==> src/rtl/flipflop_pkg.sv <==
// Shared encodings and widths for the down-counter sequence checker.
package flipflop_pkg;

    localparam int CNT_W = 8;

    typedef enum logic [1:0] {
        ST_ACQUIRE = 2'd0,
        ST_LOCKED  = 2'd1,
        ST_FAULT   = 2'd2
    } state_t;

endpackage

==> src/rtl/sat_counter.sv <==
// Saturating up-counter with synchronous clear; holds at all-ones instead of wrapping.
module sat_counter
    import flipflop_pkg::*;
#(
    parameter int W = CNT_W
) (
    input  logic         clk,
    input  logic         i_clr,
    input  logic         i_en,
    output logic [W-1:0] o_cnt
);

    logic [W-1:0] r_cnt;

    always_ff @(posedge clk) begin
        if (i_clr) begin
            r_cnt <= '0;
        end else if (i_en && (r_cnt != '1)) begin
            r_cnt <= r_cnt + W'(1);
        end
    end

    assign o_cnt = r_cnt;

endmodule

==> config.mk <==
export PLATFORM = sky130hd
export DESIGN_NAME = sat_counter
export DESIGN_NICKNAME = d
export VERILOG_FILES = /design/src/rtl/flipflop_pkg.sv /design/src/rtl/sat_counter.sv
export SDC_FILE = /design/constraint.sdc
export NUM_CORES = 1
export LEC_CHECK = 0
export ABC_AREA = 1
export CORE_AREA = 5 5 42 44
export CTS_BUF_LIST = sky130_fd_sc_hd__clkbuf_8 sky130_fd_sc_hd__clkbuf_16
export DETAILED_ROUTE_END_ITERATION = 8
export DIE_AREA = 0 0 47 49
export SYNTH_ARGS = -nofsm -noshare
export SYNTH_HDL_FRONTEND = slang
export SYNTH_SLANG_ARGS = --single-unit
==> constraint.sdc <==
create_clock -name clk -period 3.8 [get_ports clk]
set_clock_uncertainty 0.05 [all_clocks]
set_input_delay 0.95 -clock clk [delete_from_list [all_inputs] [get_ports clk]]
set_output_delay 0.95 -clock clk [all_outputs]
set_load 0.02 [all_outputs]
==> results of run 1 <==
routing by layer:
layer,vias up,track usage [%]
met5,-,0
met4,0,8.29
met1,199,11.9
met3,5,3.32
li1,259,-
met2,9,14.0
metrics by stage:
step | utilization, % | power, mW | hold WS (ns)
finish | 44.7 | 0.210 | 0.427
global route | 44.7 | 0.218 | 0.445
CTS | 44.7 | 0.214 | 0.435
detailed placement | 41.8 | 0.111 | 0.432
global placement | 41.8 | 0.111 | 0.418
floorplan | - | 0.103 | 0.490
final cells by class:
type	count	share of cell area [%]
inverters	11	6.59
well taps	16	3.19
multi-input cells	56	42.1
repair buffers	10	16.0
flip-flops and latches	8	25.5
clock buffers	3	6.59
final timing paths:
kind / startpoint / end / slack, ns / cells after the start
worst min-delay path: o_cnt[6] / o_cnt[6] / 0.43 / 2
worst max register to register: o_cnt[0] / o_cnt[0] / 2.46 / 6
worst max-delay path: o_cnt[3] / o_cnt[3] / 1.47 / 1
worst min register to register: o_cnt[6] / o_cnt[6] / 0.43 / 2
synthesized netlist by cell type, types with 2 or more instances:
| cell type | instances | share of area (%) |
|---|---|---|
| sky130_fd_sc_hd__nand2_1 | 20 | 16 |
| sky130_fd_sc_hd__nor2_1 | 15 | 12 |
| sky130_fd_sc_hd__inv_1 | 9 | 7.0 |
| sky130_fd_sc_hd__dfxtp_1 | 8 | 33 |
| sky130_fd_sc_hd__nand3_1 | 7 | 7.2 |
| sky130_fd_sc_hd__a21oi_1 | 6 | 6.2 |
| sky130_fd_sc_hd__inv_2 | 2 | 1.6 |
| sky130_fd_sc_hd__nand3_2 | 2 | 4.1 |
| sky130_fd_sc_hd__nor2_2 | 2 | 2.6 |
cell usage in the layout (no fill, tap or decap), drive strengths merged:
| cell | Yosys | routed |
|---|---|---|
| nand2 | 21 | 21 |
| nor2 | 17 | 17 |
| inv | 11 | 11 |
| clkdlybuf4s50 | 0 | 10 |
| nand3 | 9 | 9 |
| dfxtp | 8 | 8 |
| a21oi | 6 | 6 |
| clkbuf | 0 | 3 |
| o21ai | 1 | 1 |
| nand3b | 1 | 1 |
| ha | 1 | 1 |
power by group through the flow:
stage / Combinational, mW / Clock [mW] / Sequential (mW)
floorplan: 0.00999 / 0 / 0.0928
global placement: 0.0198 / 0 / 0.0907
detailed placement: 0.0200 / 0 / 0.0907
CTS: 0.0201 / 0.104 / 0.0893
global route: 0.0213 / 0.107 / 0.0899
finish: 0.0199 / 0.101 / 0.0893
logic make-up after synthesis:
family / count (synthesis)
buffers and inverters: 13
AOI/OAI and AO/OA: 7
adders and majority gates: 1
and+or+nand+nor: 48
DFF: 8
==> out/summary.txt, run 1 <==
Result of the run - complete, no violations
Xor and xnor fraction of the mapped netlist area - 0%
Part of the power in combinational logic - 9.5%
Final Hold Fails - 0
GP Congestion - 0.735
Number of instances in the synthesized netlist - 77
Remaining Overflow, GRT - 0
Cell chain of the critical path - clkdlybuf4s50_1
Net count after synthesis - 81
Compound-Gate Fraction of Synth Area - 7.24%
Worst path bufs/invs - 1
Proportion of total power due to net switching - 21.7%
Vias/cell - 4.54
Placed standard-cell area - 586 sq um
Main combinational cell family by area after synthesis - simple AND/OR/NAND/NOR gates
Proportion of power drawn by the clock network - 48.1%
Netlist area before placement - 484 sq um
CP arrival - 1.33 ns
Via count of the first global-routing pass - 405
Multi-input gate area in the final layout - 264 sq um
Resize count post-CTS - 0
Number of enable-type register cells in the synthesized netlist - 0
Headroom to the max-slew limit - 69.2%
Remaining number of nets flagged by the antenna check after routing - 0
Maximum clock insertion buffer count - 2
Setup fix buffers added after clock tree synthesis - 0
Part of the Yosys area used for sequential elements - 33.1%
Clock sink count - 8
HPWL after detailed placement - 747 um
Number of top-level pins - 11
Most common flop cell mapped by yosys - sky130_fd_sc_hd__dfxtp_1
Slew Viols, Final - 0
Period utilisation layout - 61.3%
Wire length reported by the detailed router - 1.02 mm
Count of placed standard cells including taps - 101
Clock transition at the registers of the reported paths - 0.04 ns
Number of synthesized register bits - 8
Fraction of final layout cells sized beyond drive strength 1 - 12.5%
Share of synthesized registers carrying an async set or reset - 0%
Net count of the finished layout - 94
Critical Path Sink Type - primary output
Total vias in the final route - 472
Warning count from the yosys run - 0
Area share of fa/ha/maj cells after synthesis - 2.58%
Global router's overall resource usage - 10.1%
Startpoint type of the worst setup path - flip-flop
Wire length of the first global-routing pass - 1.64 mm
Footprint of the flip-flops and latches - 160 sq um
Antenna cells - 0
Highest routed metal layer - met4
Transition time at the pin with the least slew margin - 0.460 ns
Peak supply drop - 0.242 mV
Cell type group with the largest total delay on the critical path - buffers and inverters
First-pass iteration count of the detailed router - 4
Final Instance Area - 627 sq um
Fraction of synthesized area in multiplexers - 0%
Total length of routed met2 wires - 473 um
Number of flip-flops under the largest register name - 8
Number of placement rows - 14
Initial standard-cell utilization of the core - 34.6%
Critical path start-end classification - reg -> out
Required time of the critical path - 2.80 ns
Die area - 0.00230 sq mm
RSZ-0062 raised after global routing - false
Total negative slack for setup checks - 0 ns
Simple-Gate Fraction of Synth Area - 44.7%
Port-buffer cells - 10
Final number of setup-violating endpoints - 0
Area Growth Syn to Fin - 29.5%
Clock Latency Late Sink - 0.23 ns
X dimension of the die - 47 um
Post-Route M1 WL - 466 um
Hold Crit Class - reg -> reg
Max Fclk - 0.430 GHz
Sequential fraction of design power - 42.5%
Largest fanout on the critical path - 7
Maximum number of pins on one net before global-route repair - 13
Routed wire per std cell - 9.79 um
Pint - 165 uW
Filler cell count - 161
TritonCTS clock tree - yes
Clock period minus worst slack - 2.33 ns
Cell with the largest stage delay on the worst path - sky130_fd_sc_hd__clkdlybuf4s50_1
Met3 wire length - 40 um
Die Y - 49 um
Remaining design rule violation count - 0
Clock root buffer - sky130_fd_sc_hd__clkbuf_8
Final std cells w/o fill - 104
Cts-stage hold buffer count - 0
Cell area power density - 335 mW/mm^2
Antenna violations before repair - 0
Setup slack after placement - 1.50 ns
Number of CTS-inserted buffers - 3
Netlist cell types - 15
1st-iter DRT viols - 13
Area of the placeable core - 0.00140 sq mm
Static Leak - 0.280 nW
Average footprint of a synthesized cell - 6.29 sq um
H-tree lvl count - 1
Total net switching power - 45.5 uW
Fin worst setup slack - 1.47 ns
Number of maximum-capacitance constraint violations - 0
Delay of the slowest critical-path stage - 0.66 ns
Note: power is estimated with default switching activity, not from simulation.
==> inputs of run 2 (changes only) <==
clock period = 2.42 ns   (was 3.8 ns; I/O delays follow)
==> results of run 2 <==
The final DEF is identical to that of run 1. Status: complete, no violations.
Among the figures that moved: setup slack after placement 1.50 ns -> 0.464 ns; setup slack after layout 1.47 ns -> 0.437 ns; register-to-register setup slack 2.46 ns -> 1.08 ns; total power 0.210 mW -> 0.330 mW; worst IR drop on VDD 0.242 mV -> 0.381 mV
==> inputs of run 3 (changes only) <==
clock period = 1.7 ns   (was 2.42 ns; I/O delays follow)
==> out/summary.txt, run 3 (synthesis results as in run 1) <==
Result of the run - complete, no violations
Worst reg2reg path endpoint - o_cnt[3]
Final number of setup-violating endpoints - 0 (unchanged)
Peak supply drop - 0.430 mV
Maximum clock insertion buffer count - 2 (unchanged)
GP Congestion - 0.769 (+4.6%)
Critical path start-end classification - reg -> out
Clock Latency Late Sink - 0.23 ns (about the same)
Wire length of the first global-routing pass - 1.59 mm (-3.0%)
Area Growth Syn to Fin - 34.9%
Die area - 0.00230 sq mm (unchanged)
Remaining design rule violation count - 0 (unchanged)
Commonest cells after routing, fill and taps aside - 20 x sky130_fd_sc_hd__nand2_1, 15 x sky130_fd_sc_hd__nor2_1, 9 x sky130_fd_sc_hd__inv_1, 8 x sky130_fd_sc_hd__dfxtp_1, 7 x sky130_fd_sc_hd__nand3_1
Max Fclk - 0.610 GHz
Final Hold Fails - 0 (unchanged)
Proportion of power drawn by the clock network - 48.8% (+0.7 points)
Cell with the largest stage delay on the worst path - sky130_fd_sc_hd__clkdlybuf4s50_1
Fraction of final layout cells sized beyond drive strength 1 - 15.4% (+2.9 points)
Setup slack after placement - 0.0365 ns
Period utilisation layout - 96.4%
Clock root buffer - sky130_fd_sc_hd__clkbuf_8
Clock period minus worst slack - 1.64 ns
Headroom to the max-slew limit - 77.3% (+8.1 points)
Transition time at the pin with the least slew margin - 0.339 ns (-0.121 ns)
Cell type group with the largest total delay on the critical path - buffers and inverters
Startpoint type of the worst setup path - flip-flop
Critical Path Sink Type - primary output
Vias/cell - 4.52 (-0.33%)
X dimension of the die - 47 um (unchanged)
Antenna violations before repair - 0 (unchanged)
Overall power after layout - 477 uW
Port-buffer cells - 10 (unchanged)
Global router's overall resource usage - 9.86% (-0.21 points)
Proportion of total power due to net switching - 22.8%
Number of maximum-capacitance constraint violations - 0 (unchanged)
TritonCTS clock tree - yes
Clock sink count - 8 (unchanged)
H-tree lvl count - 1 (unchanged)
Cell area power density - 730 mW/mm^2
Required time of the critical path - 1.22 ns
Total net switching power - 109 uW
Antenna cells - 0 (unchanged)
Net count of the finished layout - 97 (+3.2%)
Part of the power in combinational logic - 9.5% (about the same)
Cell chain of the critical path - clkdlybuf4s50_1
Number of CTS-inserted buffers - 3 (unchanged)
Most common cell after layout, fill and taps aside - sky130_fd_sc_hd__nand2_1
Number of cells on the worst reg-to-reg path - 6 (unchanged)
HPWL after detailed placement - 764 um (+2.3%)
Pint - 368 uW
Maximum number of pins on one net before global-route repair - 12 (-1)
Worst path bufs/invs - 1 (unchanged)
Sequential fraction of design power - 41.7% (-0.8 points)
Hold Crit Class - reg -> reg
Number of flip-flops under the largest register name - 8 (unchanged)
Startpoint of the worst-slack reg-to-reg timing path - o_cnt[0]
Min-Delay Path Depth - 2 (unchanged)
Remaining Overflow, GRT - 0 (unchanged)
1st-iter DRT viols - 6 (-7)
Area of the placeable core - 0.00140 sq mm (unchanged)
Via count of the first global-routing pass - 380 (-6.2%)
RSZ-0062 raised after global routing - false
Number of placement rows - 14 (unchanged)
Cts-stage hold buffer count - 0 (unchanged)
First-pass iteration count of the detailed router - 3 (-1)
Delay of the slowest critical-path stage - 0.61 ns (-0.05 ns)
Wire length reported by the detailed router - 1.06 mm (+3.6%)
Clock transition at the registers of the reported paths - 0.04 ns (about the same)
Flop2flop setup slack - 0.38 ns
Number of top-level pins - 11 (unchanged)
Initial standard-cell utilization of the core - 34.6% (unchanged)
Fin worst setup slack - 0.0610 ns
Slew Viols, Final - 0 (unchanged)
CP arrival - 1.16 ns (-0.17 ns)
Die Y - 49 um (unchanged)
Static Leak - 0.363 nW (+30%)
Routed wire per std cell - 9.86 um (+0.73%)
Launch instance of the worst min-delay path - o_cnt[6]
Largest fanout on the critical path - 2 (-5)
Total negative slack for setup checks - 0 ns (unchanged)
Total vias in the final route - 484 (+2.5%)
Filler cell count - 152 (-5.6%)
Hold Crit Endpoint - o_cnt[6]
Remaining number of nets flagged by the antenna check after routing - 0 (unchanged)
==> run 3: power groups by stage <==
stage	logic [mW]	registers, mW	clock network [mW]
2_1_floorplan	0.0223	0.207	0
3_3_place_gp	0.0476	0.202	0
3_5_place_dp	0.0480	0.202	0
4_1_cts	0.0458	0.199	0.241
5_1_grt	0.0492	0.199	0.250
6_report	0.0454	0.199	0.232
==> run 3: area by class of cell <==
type / instances / area [sq um] / share of cell area [%]
multi-input combinational: 56 / 264 / 40.4
sequential: 8 / 160 / 24.5
inverter: 11 / 41.3 / 6.32
timing repair buffer: 13 / 126 / 19.3
clock buffer: 3 / 41.3 / 6.32
tap: 16 / 20.0 / 3.07
==> run 3: repair_timing <==
| item | 4_1_cts | 5_1_grt |
|---|---|---|
| gates resized for setup | 3 | 3 |
| setup endpoints to repair | 3 | 3 |
| buffers inserted | 0 | 0 |
| pin swaps | 0 | 0 |
==> run 3: how the worst max path moves through the flow <==
stage,slack (ns),depth (start not counted),endpoint,startpoint
2_1_floorplan,0.31,7,o_cnt[3],o_cnt[0]
3_3_place_gp,0.07,6,o_cnt[4],i_en
3_5_place_dp,0.04,6,o_cnt[4],i_en
4_1_cts,0.001,1,o_cnt[7],o_cnt[7]
5_1_grt,0.01,1,o_cnt[2],o_cnt[2]
6_report,0.06,1,o_cnt[2],o_cnt[2]
==> run 3: stage by stage <==
step	area [sq um]	instances	utilization [%]	hold WS [ns]
after floorplan	484	77	-	0.490
after global placement	608	104	43.4	0.418
after detailed placement	608	104	43.4	0.426
after CTS	646	107	46.1	0.447
after global routing	653	107	46.6	0.457
final	653	107	46.6	0.454
==> run 3: metal layers <==
metal / share of wire (%) / global-route usage (%) / vias to the layer above
li1: - / - / 266
met1: 47 / 13.0 / 209
met2: 47 / 12.9 / 7
met3: 3.2 / 3.32 / 2
met4: 2.7 / 6.91 / 0
met5: 0 / 0 / -
